**config.mk**
```make
export PLATFORM = sky130hd
export DESIGN_NAME = sm2201_bus_initiator
export DESIGN_NICKNAME = d
export VERILOG_FILES = /design/src/rtl/sm2201_bus_initiator.sv
export SDC_FILE = /design/constraint.sdc
export NUM_CORES = 1
export LEC_CHECK = 0
export ABC_AREA = 1
export ABC_CLOCK_PERIOD_IN_PS = 1400
export BUFFER_PORTS_ARGS = -buffer_cell sky130_fd_sc_hd__buf_2
export CAP_MARGIN = 20
export CORE_MARGIN = 4
export CORE_UTILIZATION = 51
export CTS_CLUSTER_SIZE = 40
export DETAILED_ROUTE_END_ITERATION = 10
export GPL_TIMING_DRIVEN = 0
export PLACE_DENSITY_LB_ADDON = 0.12
export SLEW_MARGIN = 30
export SYNTH_ARGS = -nofsm -noshare
export SYNTH_HDL_FRONTEND = slang
export SYNTH_SLANG_ARGS = --single-unit
```
**constraint.sdc**
```tcl
create_clock -name clk_i -period 1.4 [get_ports clk_i]
set_input_delay 0.14 -clock clk_i [delete_from_list [all_inputs] [get_ports clk_i]]
set_output_delay 0.14 -clock clk_i [all_outputs]
set_load 0.02 [all_outputs]
```
**src/rtl/sm2201_bus_initiator.sv**
```systemverilog
// sm2201_bus_initiator: sel/a/w/rdy register-access initiator; watchdog enabled by SM2201_INITIATOR_TIMEOUT_EN
module sm2201_bus_initiator #(
    parameter int SETUP_CYCLES   = 2,
    parameter int HOLD_CYCLES    = 1,
    parameter int TIMEOUT_CYCLES = 1024
) (
    input  logic       clk_i,
    input  logic       reset_i,
    input  logic       req_valid_i,
    output logic       req_ready_o,
    input  logic [1:0] req_addr_i,
    input  logic       req_write_i,
    output logic [1:0] a_o,
    output logic       w_o,
    output logic       sel_o,
    input  logic       rdy_i,
    output logic       busy_o,
    output logic       done_o,
    output logic       err_o
);
`ifdef SM2201_INITIATOR_TIMEOUT_EN
    localparam bit TO_EN = 1'b1;
`else
    localparam bit TO_EN = 1'b0;
`endif
    typedef enum logic [2:0] {IDLE, SETUP, STROBE, HOLD, RELEASE} state_t;
    state_t      state_q, state_d;
    logic [15:0] cnt_q, cnt_d;
    logic [1:0]  a_q, a_d;
    logic        w_q, w_d;
    logic        done_q, done_d;
    logic        err_q, err_d;
    logic        expired;
    assign expired = TO_EN && (cnt_q >= 16'(TIMEOUT_CYCLES));
    assign a_o     = a_q;
    assign w_o     = w_q;
    assign done_o  = done_q;
    assign err_o   = err_q;
    // next state, captured request, completion pulses and combinational handshake outputs
    always_comb begin
        state_d     = state_q;
        a_d         = a_q;
        w_d         = w_q;
        done_d      = 1'b0;
        err_d       = 1'b0;
        req_ready_o = (state_q == IDLE) && !reset_i;
        busy_o      = state_q != IDLE;
        sel_o       = !((state_q == STROBE) || (state_q == HOLD));
        case (state_q)
            IDLE: begin
                if (req_valid_i) begin
                    state_d = SETUP;
                    a_d     = req_addr_i;
                    w_d     = req_write_i;
                end
            end
            SETUP: state_d = (cnt_q == 16'(SETUP_CYCLES - 1)) ? STROBE : SETUP;
            STROBE: begin
                if (expired) begin
                    state_d = IDLE;
                    done_d  = 1'b1;
                    err_d   = 1'b1;
                end else if (rdy_i) begin
                    state_d = (HOLD_CYCLES == 0) ? RELEASE : HOLD;
                end
            end
            HOLD: state_d = (cnt_q == 16'(HOLD_CYCLES - 1)) ? RELEASE : HOLD;
            RELEASE: begin
                if (expired || !rdy_i) begin
                    state_d = IDLE;
                    done_d  = 1'b1;
                    err_d   = expired;
                end
            end
            default: state_d = IDLE;
        endcase
        cnt_d = (state_d != state_q) ? 16'd0 : (&cnt_q ? cnt_q : cnt_q + 16'd1);
    end
    // state, shared saturating counter and output registers
    always_ff @(posedge clk_i) begin
        if (reset_i) begin
            state_q <= IDLE;
            cnt_q   <= '0;
            a_q     <= '0;
            w_q     <= 1'b0;
            done_q  <= 1'b0;
            err_q   <= 1'b0;
        end else begin
            state_q <= state_d;
            cnt_q   <= cnt_d;
            a_q     <= a_d;
            w_q     <= w_d;
            done_q  <= done_d;
            err_q   <= err_d;
        end
    end
endmodule

```
==> Word-level counts from Yosys, hierarchy flattened <==
Index checks and enable logic that the tools add are counted.
{ "totals": {"latch_bits": 0, "ramBits": 0, "in_bits": 7, "out_inout_bits": 8, "reg_bits": 23, "romBits": 0, "word_cells": 31, "memories": 0} }
{ "classes": {"reduce_logical": 11, "mux": 7, "n_eq_ne": 6, "order_cmp": 0, "n_addsub": 1, "mul": 0, "shift": 0, "n_div": 0, "bitwise_logic": 1} }
{ "ops": {"columns": ["cell", "n"], "rows": [
  ["adder 16 x 1 -> 16 bit, second input constant", 1],
  ["== test 16 x 1 -> 1 bit, second input constant", 1],
  ["logical NOT 16 bit", 1],
  ["AND reduction 16 bit", 1],
  ["case mux 3 bit (5 select lines)", 1],
  ["two-way mux 3 bit", 4],
  ["== test 3 x 2 -> 1 bit, second input constant", 2],
  ["OR reduction 2 bit", 2],
  ["== test 3 x 1 -> 1 bit, second input constant", 1],
  ["== test 3 bit, second input constant", 1],
  ["logical NOT 3 bit", 1],
  ["inequality test 3 bit", 1],
  ["nonzero test 3 bit", 1],
  ["logical NOT 1 bit", 2],
  ["two-way mux 2 bit", 1],
  ["AND reduction 2 bit", 1],
  ["logical AND 1 bit", 1],
  ["logical OR 1 bit", 1],
  ["two-way mux 1 bit", 1],
  ["NOT 1 bit", 1]
]} }

==> Logic depth before layout (Yosys ltp) <==
{ "depth": {"ltp_word": 5, "mapped_depth": 10, "mapped_depth_nobuf": 10} }

==> Worst setup path after synthesis <==
OpenSTA, ideal clock, no wires.
{ "synth_timing": {"path_type": "register to register", "startpoint": "register cnt_q[0]", "endpoint": "register cnt_q[14]", "setup_time_ps": 114, "n_path_buf": 0, "stages_incl_launch_ff": 11, "slack_ps": -77, "arrival_ps": 1364, "path_cell_list": "dfxtp_1 ha_1 nand3_1 nor3_2 nand2_1 inv_1 nand2_1 nand2_1 nand2_1 nor2_1 nor2_2"} }
{ "synth_between": {"elab_chain_len": 5} }
{ "synth_lines": {"columns": ["element", "line_no", "rtl"], "rows": [
  ["start: declaration", "28", "logic [15:0] cnt_q, cnt_d;"],
  ["start signal: assignment", "90", "cnt_q <= cnt_d;"],
  ["== test 16 x 1 -> 1 bit or logical NOT 16 bit (tied branches)", "57, 67", null],
  ["two-way mux 2 bit or two-way mux 3 bit (tied branches)", "57, 67", null],
  ["case mux 3 bit (5 select lines)", "49", "case (state_q)"],
  ["inequality test 3 bit", "77", "cnt_d = (state_d != state_q) ? 16'd0 : (&cnt_q ? cnt_q : cnt_q + 16'd1);"],
  ["OR reduction 2 bit (no source line)", null, null]
]} }
Several ways; a longest one is shown, not always the timed one.
A chain may end at the register's enable or synchronous reset.

==> Worst setup path in the final report <==
{ "layout_timing": {"startpoint": "register cnt_q[2]", "endpoint": "register cnt_q[13]"} }
The elaborated chain is that of the path after synthesis.

==> results.md <==
* **via count** 1346
* **timing startpoint of the critical path** cnt_q[2]
* **fraction of the yosys area taken by sequential cells** 34.55%
* **met2 Resource Use GR** 30.28%
* **type of the setup path with the least slack** flop to flop
* **number of distinct library cell variants in the gate-level netlist after synthesis** 28
* **power spent charging and discharging nets** 0.0004724 W
* **Register Area** 489.2 sq um
* **antenna violation net count after detailed routing** 0
* **Worst EP required** 1.63 ns
* **maximum clock frequency** 635.5 MHz
* **# H-tree levels** 1
* **Antenna diodes** 0
* **layout cells sized above 1** 50.22%
* **syn_area_per_cell** 6.940 sq um
* **Sinks on Clock Net** 23
* **final worst path period share** 112.4%
* **main flop type after synthesis** sky130_fd_sc_hd__dfxtp_1
* **outcome** finished with violations
* **Async S/R FF share, synth** 0%
* **fraction of synthesized cell area taken by the top area cell type** 34.55%
* **width of the die** 59.12 um
* **post-layout power** 0.001444 W
* **CTS tree** yes
* **quantity of hold-fixing buffers added after cts** 0
* **net total in the final layout** 236
* **total area of multi-input combinational cells** 983.4 sq um
* **data arrival time of the worst path** 1.80 ns
* **GR Util met1** 23.56%
* **Vert. Die Dim** 59.12 um
* **largest vdd supply drop** 0.8130 mV
* **Seq cells post-synth** 23
* **Yosys warning total** 0
* **crit end category** flop
* **count of buffers from port buffering** 12
* **sequential group share of total power** 48.8%
* **top cells by instance count after synthesis** sky130_fd_sc_hd__nand2_1, sky130_fd_sc_hd__nor2_1, sky130_fd_sc_hd__dfxtp_1
* **setup repair after global routing missed its margin** yes
* **Final Max Slew Viols** 0
* **I/O pin total** 15
* **peak-usage layer in the global routing report** met2
* **floorplan row count** 18
* **clock buffers created by TritonCTS** 3
* **violated checks** negative setup slack
* **internal power contribution** 0.0009714 W
* **Hold/Removal Path Class** input pin to flop
* **clock edge transition at the registers on the reported setup and hold paths** 0.13 ns
* **end of the worst register-to-register path** cnt_q[13]
* **total die area** 3495 sq um
* **Netlist Area Pre-Place** 1333 sq um
* **number of global-route vias before repair** 1184
* **initial antenna violation count** 0
* **Worst-Skew Late Latency** 0.32 ns
* **depth of the worst register-to-register path** 6
* **critical path fanouts, max** 5
* **GRT Overall Usage** 18.76%
* **total negative slack for setup checks** -1.896 ns
* **met3 global-route usage** 6.100%
* **total half-perimeter wirelength after legalization and detailed placement** 2.078 mm
* **main area contributors after synthesis** sky130_fd_sc_hd__dfxtp_1, sky130_fd_sc_hd__nand2_1, sky130_fd_sc_hd__nor2_1, sky130_fd_sc_hd__xor2_1, sky130_fd_sc_hd__nor2_2
* **wire length of the first global-routing pass** 5.057 mm
* **hold slack** 0.03364 ns
* **largest net degree at the start of global routing** 14
* **setup ws final** -0.1735 ns
* **remaining routing DRC violations** 0
* **shortest period the worst path allows** 1.574 ns
* **clock network fraction of total power** 22.5%
* **beginning of the worst hold path** rdy_i
* **routability-driven placement congestion ratio** 0.8930
* **routed via count divided by cell count** 5.278
* **crit path launch type** flop
* **initial detailed-routing violation count** 120
* **number of filler instances in the final layout** 180
* **routed wire length per instance** 13.70 um
* **max-capacitance violation count** 0
* **relative contribution of combinational cells to total power** 28.7%
* **Hold Path Cell Cnt** 2
* **Post-Route WL** 3.493 mm
* **Critical R2R Launch** cnt_q[2]
* **Mapped Nets** 202
* **destination of the worst hold path** done_o
* **placeable core area** 2477 sq um
* **Finish-stage setup viols** 17
* **CTS root buffer** sky130_fd_sc_hd__clkbuf_4
* **number of failing hold endpoints at the final stage** 0
* **number of enable-type register cells in the synthesized netlist** 0
* **Initial Utilization** 53.79%
* **leakage component of the power** 0.7981 nW
* **relative area change from synthesis to final layout** 41.41%
* **first-pass detailed-route iteration total** 4
* **Clock Path Buffers** 2
* **global-route congestion overflow total** 0
* **cell type with the highest aggregate area in the netlist** sky130_fd_sc_hd__dfxtp_1
* **cell count after synthesis** 192
* **register-to-register setup slack** -0.17 ns
* **worst clock skew** 0.002651 ns
* **share of total power consumed by net switching** 32.72%
* **PwrDens** 766.2 nW/um^2
-- through the flow --
stage / worst slack [ns] / cells / util, % / cell area (sq um)
floorplan: 0.002698 / 192 / - / 1363
detailed placement: -0.2024 / 234 / 58.94 / 1460
finish: -0.1735 / 255 / 76.06 / 1884
global route: -0.2523 / 255 / 76.06 / 1884
CTS: -0.09934 / 251 / 67.83 / 1680
global placement: -0.1574 / 234 / 58.94 / 1460
-- worst max-delay path, cell delays in order (launching register included) --
cell	delay (ns)
sky130_fd_sc_hd__dfxtp_2	0.44
sky130_fd_sc_hd__nand3_1	0.25
sky130_fd_sc_hd__nor2_1	0.24
sky130_fd_sc_hd__nand3_1	0.15
sky130_fd_sc_hd__xor2_1	0.17
sky130_fd_sc_hd__nor2_1	0.18
sky130_fd_sc_hd__nor2_4	0.05
-- routing by layer --
layer  up-vias  share of wire (%)  wire, um
li1        670                  -         -
met1       649                 44      1543
met2        23                 52      1813
met3         4                3.1       107
met4         0               0.80        28
met5         -                  0         0
-- cells in the final DEF, fill, tap and decap left out, drive strengths merged, types with 3 or more instances in the layout --
master / synthesis / final
clkbuf: 1 / 5
buf: 3 / 31
nor3: 11 / 11
a21oi: 5 / 5
inv: 20 / 20
xor2: 10 / 10
nor2: 51 / 51
dfxtp: 23 / 23
nand3: 14 / 14
ha: 3 / 3
nand2: 41 / 41
-- state kept, by name, indices dropped and copies added, names as in the netlist --
name	flops
done_o	1
a_o	2
w_o	1
cnt_q	16
state_q	3
-- power groups by stage --
stage	clock network (W)	registers, W	logic, W
floorplan	0	0.000721	0.000180
global placement	0	0.000716	0.000240
detailed placement	0	0.000717	0.000247
CTS	0.000327	0.000702	0.000351
global route	0.000350	0.000709	0.000449
finish	0.000325	0.000705	0.000414
-- final cells by class --
class | count | area share, %
Buffer | 4 | 2.258
Clock inverter | 1 | 0.2656
Sequential cell | 23 | 25.96
Clock buffer | 3 | 1.195
Tap cell | 30 | 1.992
Multi-Input combinational cell | 145 | 52.19
Inverter | 20 | 4.515
Timing Repair Buffer | 29 | 11.62
-- timing repair --
item                                    CTS  global route
cloned                                    0             1
setup buffers                            13             5
gates resized for setup                  26            51
endpoints found under the setup margin   17            20
pin swaps                                 4            16
-- worst max path at each step --
| stage | endpoint | slack (ns) | cells after the start |
|---|---|---|---|
| floorplan | cnt_q[10] | 0.003 | 10 |
| finish | cnt_q[13] | -0.17 | 6 |
| global route | cnt_q[13] | -0.25 | 6 |
| detailed placement | cnt_q[10] | -0.20 | 10 |
| CTS | cnt_q[1] | -0.1 | 8 |
| global placement | cnt_q[14] | -0.16 | 10 |
-- cell families (layout without fill, tap and decap cells) --
group	after synthesis	after routing	share of synthesized area [%]
other	1	1	0.2814
adder cells (fa/ha/maj)	3	3	2.817
AND/OR/NAND/NOR	122	122	43.94
buffers and inverters	24	57	7.887
XOR/XNOR	11	11	7.230
AO/OA/AOI/OAI	8	8	3.286
flip-flops	23	23	34.55
Note: power is estimated with default switching activity, not from simulation.
